### src/rtl/fpga_top_fabric.sv
// Miniature LUT fabric: NUM_PADS 4-input LUTs loaded through one serial config chain.
// Optional PAD_OE_EN macro adds a per-LUT output-enable bit and gfpga_pad_f2a_oe port.
module fpga_top_fabric #(
    parameter int NUM_PADS = 8
) (
    input  logic                clk,
    input  logic                global_reset,
    input  logic                prog_en,
    input  logic                ccff_head,
    output logic                ccff_tail,
    input  logic [NUM_PADS-1:0] gfpga_pad_a2f,
    output logic [NUM_PADS-1:0] gfpga_pad_f2a
`ifdef PAD_OE_EN
    ,
    output logic [NUM_PADS-1:0] gfpga_pad_f2a_oe
`endif
);

    localparam int SEL_W = $clog2(NUM_PADS);
`ifdef PAD_OE_EN
    localparam int LUT_W = 16 + 4*SEL_W + 2;
`else
    localparam int LUT_W = 16 + 4*SEL_W + 1;
`endif
    localparam int CFG_BITS = NUM_PADS * LUT_W;
    localparam int RM_BIT   = 16 + 4*SEL_W;

    // Config memory is deliberately not reset; it only changes while prog_en is high.
    logic [CFG_BITS-1:0] cfg;

    always_ff @(posedge clk) begin
        if (prog_en) begin
            cfg <= {cfg[CFG_BITS-2:0], ccff_head};
        end
    end

    assign ccff_tail = cfg[CFG_BITS-1];

    for (genvar k = 0; k < NUM_PADS; k++) begin : g_lut
        logic [LUT_W-1:0] word;
        logic [15:0]      tt;
        logic [3:0]       lut_in;
        logic             lut_out;
        logic             reg_mode;
        logic             q;

        assign word     = cfg[k*LUT_W +: LUT_W];
        assign tt       = word[15:0];
        assign reg_mode = word[RM_BIT];

        for (genvar j = 0; j < 4; j++) begin : g_sel
            assign lut_in[j] = gfpga_pad_a2f[word[16 + j*SEL_W +: SEL_W]];
        end

        assign lut_out = tt[lut_in];

        // Flop holds during programming so a reconfiguration does not disturb its state.
        always_ff @(posedge clk or posedge global_reset) begin
            if (global_reset) begin
                q <= 1'b0;
            end else if (!prog_en) begin
                q <= lut_out;
            end
        end

        assign gfpga_pad_f2a[k] = !prog_en && (reg_mode ? q : lut_out);

`ifdef PAD_OE_EN
        assign gfpga_pad_f2a_oe[k] = !prog_en && word[LUT_W-1];
`endif
    end

endmodule

### config.mk
export PLATFORM = sky130hd
export DESIGN_NAME = fpga_top_fabric
export DESIGN_NICKNAME = d
export VERILOG_FILES = /design/src/rtl/fpga_top_fabric.sv
export SDC_FILE = /design/constraint.sdc
export NUM_CORES = 1
export LEC_CHECK = 0
export BUFFER_PORTS_ARGS = -buffer_cell sky130_fd_sc_hd__clkbuf_2
export CAP_MARGIN = 25
export CELL_PAD_IN_SITES_DETAIL_PLACEMENT = 0
export CELL_PAD_IN_SITES_GLOBAL_PLACEMENT = 1
export CORE_MARGIN = 4
export CORE_UTILIZATION = 59
export CTS_BUF_LIST = sky130_fd_sc_hd__clkbuf_16
export DETAILED_ROUTE_END_ITERATION = 12
export PLACE_DENSITY_LB_ADDON = 0.1
export SLEW_MARGIN = 20
export SYNTH_ARGS = -nofsm -noshare
export SYNTH_HDL_FRONTEND = slang
export SYNTH_SLANG_ARGS = --single-unit
export TNS_END_PERCENT = 1
### constraint.sdc
create_clock -name clk -period 6.41 [get_ports clk]
set_clock_uncertainty 0.15 [all_clocks]
set_input_delay 0.641 -clock clk [delete_from_list [all_inputs] [get_ports clk]]
set_output_delay 0.641 -clock clk [all_outputs]
set_load 0.01 [all_outputs]
# ---- Word-level counts from Yosys, hierarchy flattened
# Index checks and enable logic that the tools add are counted.
dict set report word_totals {
  elab_cells 146
  inputBits 12
  register_bits 240
}
dict set report classes {
  n_lt_le_gt_ge 40
  n_mux 88
  reduce_logical 9
}
# cell n
set ops {}
lappend ops {{< comparator 3 x 4 -> 1 bit (second input constant)} 32}
lappend ops {{binary-select mux 1 bit (select 3 bit)} 32}
lappend ops {{2-to-1 mux 1 bit} 48}
lappend ops {{< comparator 4 x 5 -> 1 bit (second input constant)} 8}
lappend ops {{binary-select mux 1 bit (select 4 bit)} 8}
lappend ops {{logical AND 1 bit} 8}
lappend ops {{zero test 1 bit} 1}

# ---- Logic depth before layout (Yosys ltp)
dict set report depth {
  ltp_word 6
  mapped_depth 8
  depth_no_buf 6
}

# ---- Least setup slack after synthesis
# Ideal clock, no wire load.
dict set report synth_path {
  kind {input-to-output}
  start {in gfpga_pad_a2f[7]}
  end {out gfpga_pad_f2a[0]}
  t_required_ns 5.619
  path_buffers 2
  arrival_time_ns 2.485
  path_slack_ns 3.134
  cell_stages 8
  cell_sequence {buf_2 mux2i_1 mux4_2 buf_2 mux2i_1 a22oi_1 a311oi_1 a2111oi_1}
}
dict set report synth_via {
  elab_chain_len 6
  elab_cells_between_ends 12
  classes_between {11 x mux; 1 x reduce/logical}
}
# element line_no
set synth_lines {}
lappend synth_lines {{start: declaration} 11} ;# input logic [NUM_PADS-1:0] gfpga_pad_a2f,
lappend synth_lines {{binary-select mux 1 bit (select 3 bit)} 52} ;# assign lut_in[j] = gfpga_pad_a2f[word[16 + j*SEL_W +: SEL_W]];
lappend synth_lines {{2-to-1 mux 1 bit (not written as such)} 52}
lappend synth_lines {{binary-select mux 1 bit (select 4 bit) *} 55} ;# assign lut_out = tt[lut_in];
lappend synth_lines {{2-to-1 mux 1 bit (not written as such) *} 55}
lappend synth_lines {{2-to-1 mux 1 bit *} 66} ;# assign gfpga_pad_f2a[k] = !prog_en && (reg_mode ? q : lut_out);
lappend synth_lines {{logical AND 1 bit *} 66}
lappend synth_lines {{end: declaration} 12} ;# output logic [NUM_PADS-1:0] gfpga_pad_f2a
# Every way passes the cells marked *; elsewhere a longest branch is shown, timed or not. The select of a mux whose other input is x is not followed.

# ---- Worst setup path in the final report
dict set report layout_path {
  start {in gfpga_pad_a2f[6]}
  end {out gfpga_pad_f2a[6]}
}
# The elaborated chain is that of the path after synthesis.

==> summary.txt <==
GRT
  • Antenna violations before repair: 0
  • Largest net degree at the start of global routing: 116
  • Grt total ovfl: 0
  • GRT Overall Usage: 18.9%
  • First-pass GRT wire length: 31100 um
  • Vias in the first global route: 5858

Floorplanning
  • Die ar.: 0.0208 sq mm
  • IO Pins: 21
  • Rows: 49
  • Die width: 144 um
  • Core area: 0.0181 sq mm
  • Die height: 144 um
  • Starting Density: 60.5%

Power and ir drop
  • P_int: 2.80 mW
  • Max IR drop VDD: 0.216 mV
  • PD cells: 306 mW/mm^2
  • Combinational group share of total power: 10.5%
  • Flop pwr share: 52.1%
  • Leakage: 4.36 nW
  • Clk pwr share: 37.4%
  • Power, Total: 3.65 mW
  • Sw frac: 23.3%
  • Switching Power: 0.851 mW

Synth
  • Synthesis warning total: 0
  • Yosys top cell area share: 63.6%
  • Synth area leaders: edfxtp_1, mux2i_1, mux4_2, mux4_1, mux2_2
  • Synth Register Bits: 240
  • Synth cell count leaders: edfxtp_1, mux2i_1, mux4_2
  • Syn_area_per_cell: 17.8 sq um
  • Seq/Total Area, Yosys: 65.4%
  • Syn nets: 627
  • Synth cell types: 25
  • Dominant cell type by area after synthesis: edfxtp_1
  • Asr flop ratio synth: 3.33%
  • EDFF count, synth: 232
  • Cells after Synth: 615
  • Primary FF master, synth: edfxtp_1
  • Top-count cell post-synth: edfxtp_1
  • Syn Std Cell Area: 0.0110 sq mm

Flow run
  • Max cap viols: 0

STA
  • Slew margin rel.: 45.6%
  • Final Max Slew Viols: 0
  • Final Hold Vio Count: 0
  • Final WS setup: 2440 ps
  • RSZ-0062 raised after global routing: false
  • Total Neg Setup Slack: 0 ps
  • Min cycle time layout: 3970 ps
  • Peak Freq: 0.252 GHz
  • Setup violations, final: 0
  • Least-Margin Pin Slew: 816 ps
  • Crit share post-route: 61.9%

Layout
  • Area Growth Syn to Fin: 9.02%
  • Layout cells sized above 1: 19.2%
  • Design Area, Final: 0.0119 sq mm
  • Diode count: 0
  • Finished Layout Cells: 871
  • Nets@finish: 635

Worst setup path
  • Crit start category: input pin
  • Critical Path RT: 5620 ps
  • CP Capture Type: output pin
  • Worst setup path class: in2out
  • Maximum fanout along the worst path: 32
  • Critical path arrival: 3180 ps

Route
  • TritonRoute pass-1 iters: 6
  • Vias per inst: 6.38
  • WL per Instance: 21.9 um
  • Post-Route WL: 19100 um
  • ANT nets after route: 0
  • DRT iter0 DRCs: 427
  • DR DRC count: 0
  • Via count: 5557

CTS
  • Post-CTS resize count: 0
  • CTS Hold Buffers Added: 0
  • Clock Latency Late Sink: 520 ps
  • H-Tree Depth: 1
  • Clock sink count: 240
  • Root Buffer: clkbuf_16
  • Postcts setup bufs: 0
  • CTS buffer count: 25
  • Clock buffer depth: 3
  • Worst-path clk slew: 60 ps
  • CTS tree: built

Placed design
  • Buffers on Ports: 20
  • DP Worst Slack: 2440 ps
  • HPWL Detailed: 11300 um
  • DP Cell Count: 825
  • Routability Congestion: 0.763
  • Post-place instance area: 0.0112 sq mm

Hold path
  • Worst Hold Class: in2async

Run status
  • Status: completed
[flip-flops by register name, summed over array words and instances, names as in the netlist]
register,count
cfg,232
g_lut.q,8
[critical path, stage by stage]
cell and delay, ps:
clkbuf_2 540, mux2i_1 160, mux4_2 660, mux2i_1 180, a22oi_1 240, a311oi_1 130, a2111oi_1 410, clkbuf_2 210
[metrics by stage]
step	hold WS, ps	util (%)
final	54.1	66.0
after global routing	57.7	66.0
after CTS	56.2	66.0
after detailed placement	282	61.8
after global placement	279	61.8
after floorplan	274	-
[kinds of logic after synthesis]
kind of cell	count (synthesis)	share of synthesized area [%]
DFF	240	65.4
muxes	206	25.9
and+or+nand+nor	64	2.33
AOI/OAI and AO/OA	54	4.16
buffers and inverters	51	2.15
[cells in the final DEF, fill, tap and decap left out, types with 10 or more instances in the layout]
| master | netlist | layout |
|---|---|---|
| a311oi_1 | 12 | 12 |
| edfxtp_1 | 232 | 232 |
| clkbuf_16 | 0 | 25 |
| nor2_1 | 26 | 26 |
| clkinv_1 | 0 | 10 |
| mux2i_1 | 132 | 132 |
| inv_1 | 9 | 13 |
| a31oi_1 | 12 | 12 |
| mux4_2 | 42 | 42 |
| nand2_1 | 32 | 32 |
| clkbuf_2 | 6 | 19 |
| mux4_1 | 14 | 14 |
| mux2_2 | 18 | 18 |
[final timing paths]
kind                               startpoint                endpoint  slack [ps]  cells after the start
min in group clk                    ccff_head        cfg[0]$_DFFE_PP_         160                      1
max in group asynchronous        global_reset  g_lut[2].q$_DFFE_PP0N_        5610                      2
hold reg to reg              cfg[5]$_DFFE_PP_        cfg[6]$_DFFE_PP_         300                      0
hold / removal                   global_reset  g_lut[6].q$_DFFE_PP0N_          50                      2
setup / recovery             gfpga_pad_a2f[6]        gfpga_pad_f2a[6]        2440                      8
setup reg to reg           cfg[132]$_DFFE_PP_  g_lut[4].q$_DFFE_PP0N_        4080                      6
[routing by layer]
layer,vias up,wire length (um),global-route usage (%)
li1,2540,-,-
met1,2856,8880,28.1
met2,133,8980,29.7
met3,28,915,3.21
met4,0,288,4.66
met5,-,0,0
[cell type report]
cell class,instances,area (sq um)
well taps,229,287
clock inverters,21,144
clock buffers,25,626
inverters,9,33.8
multi-input cells,324,3550
fillers,1209,6150
flip-flops and latches,240,7170
repair buffers,23,133
[power by group through the flow]
stage          Clock [mW]  Sequential [mW]  Combinational [mW]
2_1_floorplan           0             1.91               0.295
3_3_place_gp            0             1.93               0.376
3_5_place_dp            0             1.93               0.384
4_1_cts              1.39             1.90               0.385
5_1_grt              1.46             1.91               0.420
6_report             1.37             1.90               0.383
Power figures use the tool's default switching activity.
